==> config.mk <==
export PLATFORM = sky130hd
export DESIGN_NAME = wrr_grant_arbiter_flat
export DESIGN_NICKNAME = d
export VERILOG_FILES = /design/src/rtl/wrr_grant_arbiter_if.sv /design/src/rtl/wrr_grant_arbiter.sv /design/src/flat_wrapper.sv
export SDC_FILE = /design/constraint.sdc
export NUM_CORES = 1
export LEC_CHECK = 0
export BUFFER_PORTS_ARGS = -buffer_cell sky130_fd_sc_hd__buf_2
export CORE_UTILIZATION = 45
export CTS_BUF_LIST = sky130_fd_sc_hd__clkbuf_8
export DETAILED_ROUTE_END_ITERATION = 8
export PLACE_DENSITY = 0.74
export SETUP_SLACK_MARGIN = 0.5
export SLEW_MARGIN = 10
export SYNTH_ARGS = -nofsm -noshare
export SYNTH_HDL_FRONTEND = slang
export SYNTH_SLANG_ARGS = --single-unit
==> constraint.sdc <==
create_clock -name clk -period 4.6 [get_ports clk]
set_input_delay 0.92 -clock clk [delete_from_list [all_inputs] [get_ports clk]]
set_output_delay 0.92 -clock clk [all_outputs]
set_load 0.05 [all_outputs]
==> src/rtl/wrr_grant_arbiter_if.sv <==
// rtl/wrr_grant_arbiter_if.sv - request/grant bundle between requestors and the WRR arbiter
//
// Purpose: groups the arbitration controls, request vector, per-channel
// weights and the registered grant outputs into one bundle.
//   master : requestor side; drives enable, rr_mode, request, weights
//   slave  : arbiter side; drives grant, grant_valid, grant_id, grant_last
interface wrr_grant_arbiter_if #(
   parameter int CHANNELS = 8,
   parameter int WIDTH    = 5,
   parameter int IDW      = $clog2(CHANNELS)
);
   logic                      enable;
   logic                      rr_mode;
   logic [CHANNELS-1:0]       request;
   logic [CHANNELS*WIDTH-1:0] weights;
   logic [CHANNELS-1:0]       grant;
   logic                      grant_valid;
   logic [IDW-1:0]            grant_id;
   logic                      grant_last;

   modport master (
      output enable, rr_mode, request, weights,
      input  grant, grant_valid, grant_id, grant_last
   );

   modport slave (
      input  enable, rr_mode, request, weights,
      output grant, grant_valid, grant_id, grant_last
   );
endinterface

==> src/rtl/wrr_grant_arbiter.sv <==
// rtl/wrr_grant_arbiter.sv - weighted round-robin grant arbiter with internal rotating priority
//
// Purpose: grants one of CHANNELS requestors at a time. Each grant lasts
// min(weight, WEIGHTLIMIT) cycles (1 for weight 0 or in rr_mode), ends early
// when the holder drops its request, and hands over back-to-back to the next
// requestor found scanning upward from the channel after the last holder.
// Ports:
//   clk   : rising-edge clock
//   reset : synchronous, active-high reset
//   bus   : slave side of wrr_grant_arbiter_if
//           enable      - 1 allows new grants
//           rr_mode     - 1 forces single-cycle grants
//           request     - level request per channel
//           weights     - packed weights, channel i at [i*WIDTH +: WIDTH]
//           grant       - registered one-hot (or zero) grant
//           grant_valid - grant is non-zero
//           grant_id    - index of granted channel, 0 when idle
//           grant_last  - final cycle of a full-length tenure
module wrr_grant_arbiter #(
   parameter int CHANNELS    = 8,
   parameter int WIDTH       = 5,
   parameter int WEIGHTLIMIT = 16,
   parameter int IDW         = $clog2(CHANNELS)
) (
   input  logic                clk,
   input  logic                reset,
   wrr_grant_arbiter_if.slave  bus
);

   // Counter holds remaining cycles minus one, so it never exceeds WEIGHTLIMIT-1.
   localparam int CW = (WEIGHTLIMIT > 1) ? $clog2(WEIGHTLIMIT) : 1;
   localparam logic [31:0] WLIM = WEIGHTLIMIT;

   typedef enum logic {IDLE, HOLD} state_t;

   state_t              state;
   logic [IDW-1:0]      ptr;
   logic [CW-1:0]       cnt;
   logic [CHANNELS-1:0] grant_q;
   logic [IDW-1:0]      id_q;

   logic [IDW-1:0]        next_ptr;
   logic [IDW-1:0]        scan_base;
   logic [2*CHANNELS-1:0] dbl_req;
   logic [2*CHANNELS-1:0] base_mask;
   logic [2*CHANNELS-1:0] masked;
   logic [2*CHANNELS-1:0] lowest;
   logic [CHANNELS-1:0]   win_onehot;
   logic [IDW-1:0]        win_id;
   logic [WIDTH-1:0]      win_weight;
   logic [CW-1:0]         cnt_load;
   logic                  release_now;
   logic                  want_new;

   always_comb begin
      next_ptr = (id_q == IDW'(CHANNELS - 1)) ? '0 : id_q + IDW'(1);
   end

   // On a release the scan must start after the outgoing holder in the same
   // edge that ptr is updated, so the new base is used directly.
   always_comb begin
      scan_base = (state == HOLD) ? next_ptr : ptr;
   end

   // Rotating priority: duplicate the request vector, clear everything below
   // the scan base in the lower copy, then isolate the lowest set bit. The
   // upper copy provides the wrap-around without any sequential scanning.
   always_comb begin
      dbl_req    = {bus.request, bus.request};
      base_mask  = ~(((2*CHANNELS)'(1) << scan_base) - (2*CHANNELS)'(1));
      masked     = dbl_req & base_mask;
      lowest     = masked & (~masked + (2*CHANNELS)'(1));
      win_onehot = lowest[CHANNELS-1:0] | lowest[2*CHANNELS-1:CHANNELS];
      win_id     = '0;
      for (int i = 0; i < 2*CHANNELS; i++) begin
         if (lowest[i]) begin
            win_id = win_id | IDW'(i % CHANNELS);
         end
      end
   end

   // Tenure length is captured only when the grant is issued.
   always_comb begin
      win_weight = bus.weights[int'(win_id)*WIDTH +: WIDTH];
      if (bus.rr_mode || (win_weight == '0)) begin
         cnt_load = '0;
      end else if (32'(win_weight) > WLIM) begin
         cnt_load = CW'(WLIM - 32'd1);
      end else begin
         cnt_load = CW'(32'(win_weight) - 32'd1);
      end
   end

   always_comb begin
      release_now = (cnt == '0) || !bus.request[id_q];
      want_new    = bus.enable && (bus.request != '0);
   end

   always_ff @(posedge clk) begin
      if (reset) begin
         state   <= IDLE;
         ptr     <= '0;
         cnt     <= '0;
         grant_q <= '0;
         id_q    <= '0;
      end else begin
         case (state)
            IDLE: begin
               if (want_new) begin
                  state   <= HOLD;
                  grant_q <= win_onehot;
                  id_q    <= win_id;
                  cnt     <= cnt_load;
               end
            end
            HOLD: begin
               if (release_now) begin
                  ptr <= next_ptr;
                  if (want_new) begin
                     grant_q <= win_onehot;
                     id_q    <= win_id;
                     cnt     <= cnt_load;
                  end else begin
                     state   <= IDLE;
                     grant_q <= '0;
                     id_q    <= '0;
                     cnt     <= '0;
                  end
               end else begin
                  cnt <= cnt - CW'(1);
               end
            end
         endcase
      end
   end

   assign bus.grant       = grant_q;
   assign bus.grant_valid = (state == HOLD);
   assign bus.grant_id    = id_q;
   assign bus.grant_last  = (state == HOLD) && (cnt == '0);

endmodule

==> src/flat_wrapper.sv <==
// flat-port wrapper written by rule: the top's interface ports become plain ports
module wrr_grant_arbiter_flat 
#(
   parameter int CHANNELS    = 8,
   parameter int WIDTH       = 5,
   parameter int WEIGHTLIMIT = 16,
   parameter int IDW         = $clog2(CHANNELS)
)
  (clk, reset, bus_enable, bus_rr_mode, bus_request, bus_weights, bus_grant, bus_grant_valid, bus_grant_id, bus_grant_last);
  wrr_grant_arbiter_if #(.CHANNELS(CHANNELS), .WIDTH(WIDTH), .IDW(IDW)) bus_i ();
  input  logic clk;
  input  logic reset;
  input wire logic [$bits(bus_i.enable)-1:0] bus_enable;
  input wire logic [$bits(bus_i.rr_mode)-1:0] bus_rr_mode;
  input wire logic [$bits(bus_i.request)-1:0] bus_request;
  input wire logic [$bits(bus_i.weights)-1:0] bus_weights;
  output wire logic [$bits(bus_i.grant)-1:0] bus_grant;
  output wire logic [$bits(bus_i.grant_valid)-1:0] bus_grant_valid;
  output wire logic [$bits(bus_i.grant_id)-1:0] bus_grant_id;
  output wire logic [$bits(bus_i.grant_last)-1:0] bus_grant_last;
  assign bus_i.enable = bus_enable;
  assign bus_i.rr_mode = bus_rr_mode;
  assign bus_i.request = bus_request;
  assign bus_i.weights = bus_weights;
  assign bus_grant = bus_i.grant;
  assign bus_grant_valid = bus_i.grant_valid;
  assign bus_grant_id = bus_i.grant_id;
  assign bus_grant_last = bus_i.grant_last;
  wrr_grant_arbiter #(.CHANNELS(CHANNELS), .WIDTH(WIDTH), .WEIGHTLIMIT(WEIGHTLIMIT), .IDW(IDW)) u_core (.clk(clk), .reset(reset), .bus(bus_i));
endmodule
==> run metrics <==
Die X 72.8 µm; share of cells above drive strength 1 43.3%; Rel. slew slack 57.5%; Int Pwr 0.000552 W; largest net degree at the start of global routing 21; Setup CP Type flip-flop to flip-flop; DP Area 2720 µm²; P_sw 0.000453 W; Reg power frac around a fifth; port buffer count 64; Worst R2R Path Depth 17; Hold Path Depth 2; gpl congestion 0.961; clk buf depth 2; RSZ-0062 raised after global routing yes; Hold Buf Count CTS 0; Fin Setup TNS 0 ns; number of diodes 0; most frequent CP cell ha_4; YS warnings 0; Root Buffer clkbuf_8; syn_area_per_cell 8.14 µm²; crit-path max cell delay 0.40 ns; Ports 65; Net Sw Frac 45.0%; Post-Syn Nets 336; hold path startpoint u_core.ptr[0]; vias in the first global route approximately 2300; WL/cell 16.8 µm; Clk pwr share 11.3%; maximum capacitance violations 0; status complete, no violations; period utilization approximately nine tenths; dpl hpwl 5340 µm; effective utilization at floorplan between 40% and 50%; total clock buffers created by CTS 3; Hold Violations, Final 0; Leakage 1.25 nW; EDFF count, synth 0; top_reg_cell synth dfxtp_1; worst-skew pair later-pin latency 0.25 ns; Reg2Reg Launch Point u_core.bus.grant_id[1]; Slowest cell on crit path or3_4; clock period minus worst slack 4.11 ns; via/cell ratio 5.93; Final Cell Area 3040 µm²; Gate power share approximately two thirds; Worst VDD drop between 150 and 200 µV; clock-pin slew on the worst setup and hold paths 0.07 ns; placed cell count 403; Overflow after GRT 0; CTS tree built; Slew Viols, Final 0; crit-path cells ha_4, ha_4, nor3b_4, or2_4, nand2_4, ha_4, or3_4, a31o_4, a311oi_4, or2_4, mux2_4, o221ai_4, inv_2, ha_4, and3_4, maj3_2, a211oi_2; slew at the pin closest to its max-slew limit 0.637 ns; initial antenna violation count 0; Netlist cell types 74; final WL just over 7000 µm; Crit Path Max Fanout 7; WP data arrival 4.29 ns; flop2flop setup slack approximately 0.49 ns; register area share after synthesis 16.9%; power consumption roughly 0.001 W; crit end category flip-flop; Synth-to-Final Area Change 34.9%; # DRC 0; Worst Hold End u_core.ptr[0]; core area 4790 µm²; setup violators final 0; Syn Inst Count about 280; startpoint types flip-flop; Reg2Reg Capture Point u_core.cnt[0]; #FFs+latches synth 19; # fillers about 420; post-route ant nets 0; initial drt markers 231; Post-Syn Area ~2300 µm²; htree depth 1; first-pass GRT wire length 11000 µm; min-delay worst type flip-flop to flip-flop; worst path required time 4.77 ns; Post-synth ARST share 0%; post-layout net count roughly 420; CTS sink cnt 19; Vias 2522; P per Cell Area 330 nW/µm²; Hold Slack 0.479 ns; die height about 73 µm; Initial DRT Pass Iterations 4; fmax 243 MHz; final setup skew approximately 0.004 ns; Overall Global Routing Usage a little over a quarter; Core Rows 25; DIE AREA 5300 µm²; Non-Filler Instances 425
-- flip-flops by register name, summed over array words and instances, names as in the netlist --
signal,count
u_core.bus.grant,8
u_core.bus.grant_id,3
u_core.bus.grant_valid,1
u_core.cnt,4
u_core.ptr,3
-- logic make-up after synthesis --
group           share of synthesized area [%]
simple gates                             28.4
compound gates                           34.4
buf+inv                                  4.83
mux                                      10.6
flops                                    16.9
fa+ha+maj                                4.88
-- power by group through the flow --
stage               clock (W)  combinational, W  sequential, W
floorplan                   0          0.000431       0.000227
global placement            0          0.000566       0.000208
detailed placement          0          0.000574       0.000208
CTS                  0.000115          0.000630       0.000202
global route         0.000125          0.000736       0.000204
finish               0.000114          0.000689       0.000202
-- synthesized netlist by cell type (all sizes together) (8+ instances only) --
cell / number / area share (%)
a211oi: 9 / 3.7
a21oi: 15 / 3.5
a31oi: 8 / 2.5
dfxtp: 19 / 17
inv: 8 / 1.3
mux2i: 13 / 5.8
nand2: 21 / 3.6
nor2: 35 / 5.9
nor3: 9 / 2.2
o21ai: 14 / 3.1
or2: 8 / 2.3
-- how the worst max path moves through the flow --
stage	from	end	slack (ns)	cells past startpoint
6_report	u_core.bus.grant_id[1]	u_core.cnt[0]	0.49	17
5_1_grt	u_core.bus.grant_id[1]	u_core.cnt[0]	0.39	18
4_1_cts	u_core.bus.grant_id[1]	u_core.cnt[0]	0.50	18
3_5_place_dp	u_core.bus.grant_id[0]	u_core.cnt[0]	0.1	18
3_3_place_gp	u_core.bus.grant_id[0]	u_core.cnt[0]	0.22	18
2_1_floorplan	u_core.bus.grant_id[0]	u_core.cnt[0]	0.32	20
-- per-stage QoR --
step / util (%) / setup WS (ns)
after global routing: 63.6 / 0.387
final: 63.6 / 0.486
after floorplan: - / 0.317
after global placement: 56.9 / 0.221
after detailed placement: 56.9 / 0.0962
after CTS: 60.7 / 0.501
-- layer usage --
metal	GRT usage, %	routed length (µm)	up-vias
met5	0	0	-
met3	2.49	342	12
met4	4.58	91	0
met1	36.4	3030	1188
li1	-	-	1233
met2	44.1	3690	89
-- cell usage in the layout (no fill, tap or decap), drive strengths merged, types with 5 or more instances in the layout --
| cell type | instances |
|---|---|
| nor2 | 35 |
| nor3 | 9 |
| nand2 | 21 |
| mux2 | 5 |
| or3 | 5 |
| inv | 9 |
| ha | 7 |
| nand2b | 7 |
| buf | 88 |
| a32oi | 5 |
| mux2i | 13 |
| a211oi | 9 |
| a31oi | 8 |
| nand3 | 5 |
| nor2b | 6 |
| or2 | 8 |
| a21oi | 15 |
| dfxtp | 19 |
| o21ai | 14 |
-- critical path, delay by kind of cell (launching register included) --
family	cells	cell delay, ns
AOI/OAI and AO/OA	4	0.90
adders and majority gates	5	1.00
buffers and inverters	1	0.08
DFF	1	0.37
muxes	1	0.31
and+or+nand+nor	6	1.36
-- what timing repair did --
action	in CTS	in global routing
pin swaps	9	15
resized for setup	13	18
setup buffers	11	7
gates cloned	0	0
endpoints found under the setup margin	4	4
-- layout make-up --
cell class                 instances  area (µm²)  area share (%)
clock inverter                     1        3.75           0.123
inverter                           8        30.0           0.987
tap                               67        83.8            2.75
multi-input combinational        238        1980            64.9
clock buffer                       3        41.3            1.36
sequential                        19         390            12.8
timing repair buffer              89         518            17.0
Power figures use the tool's default switching activity.
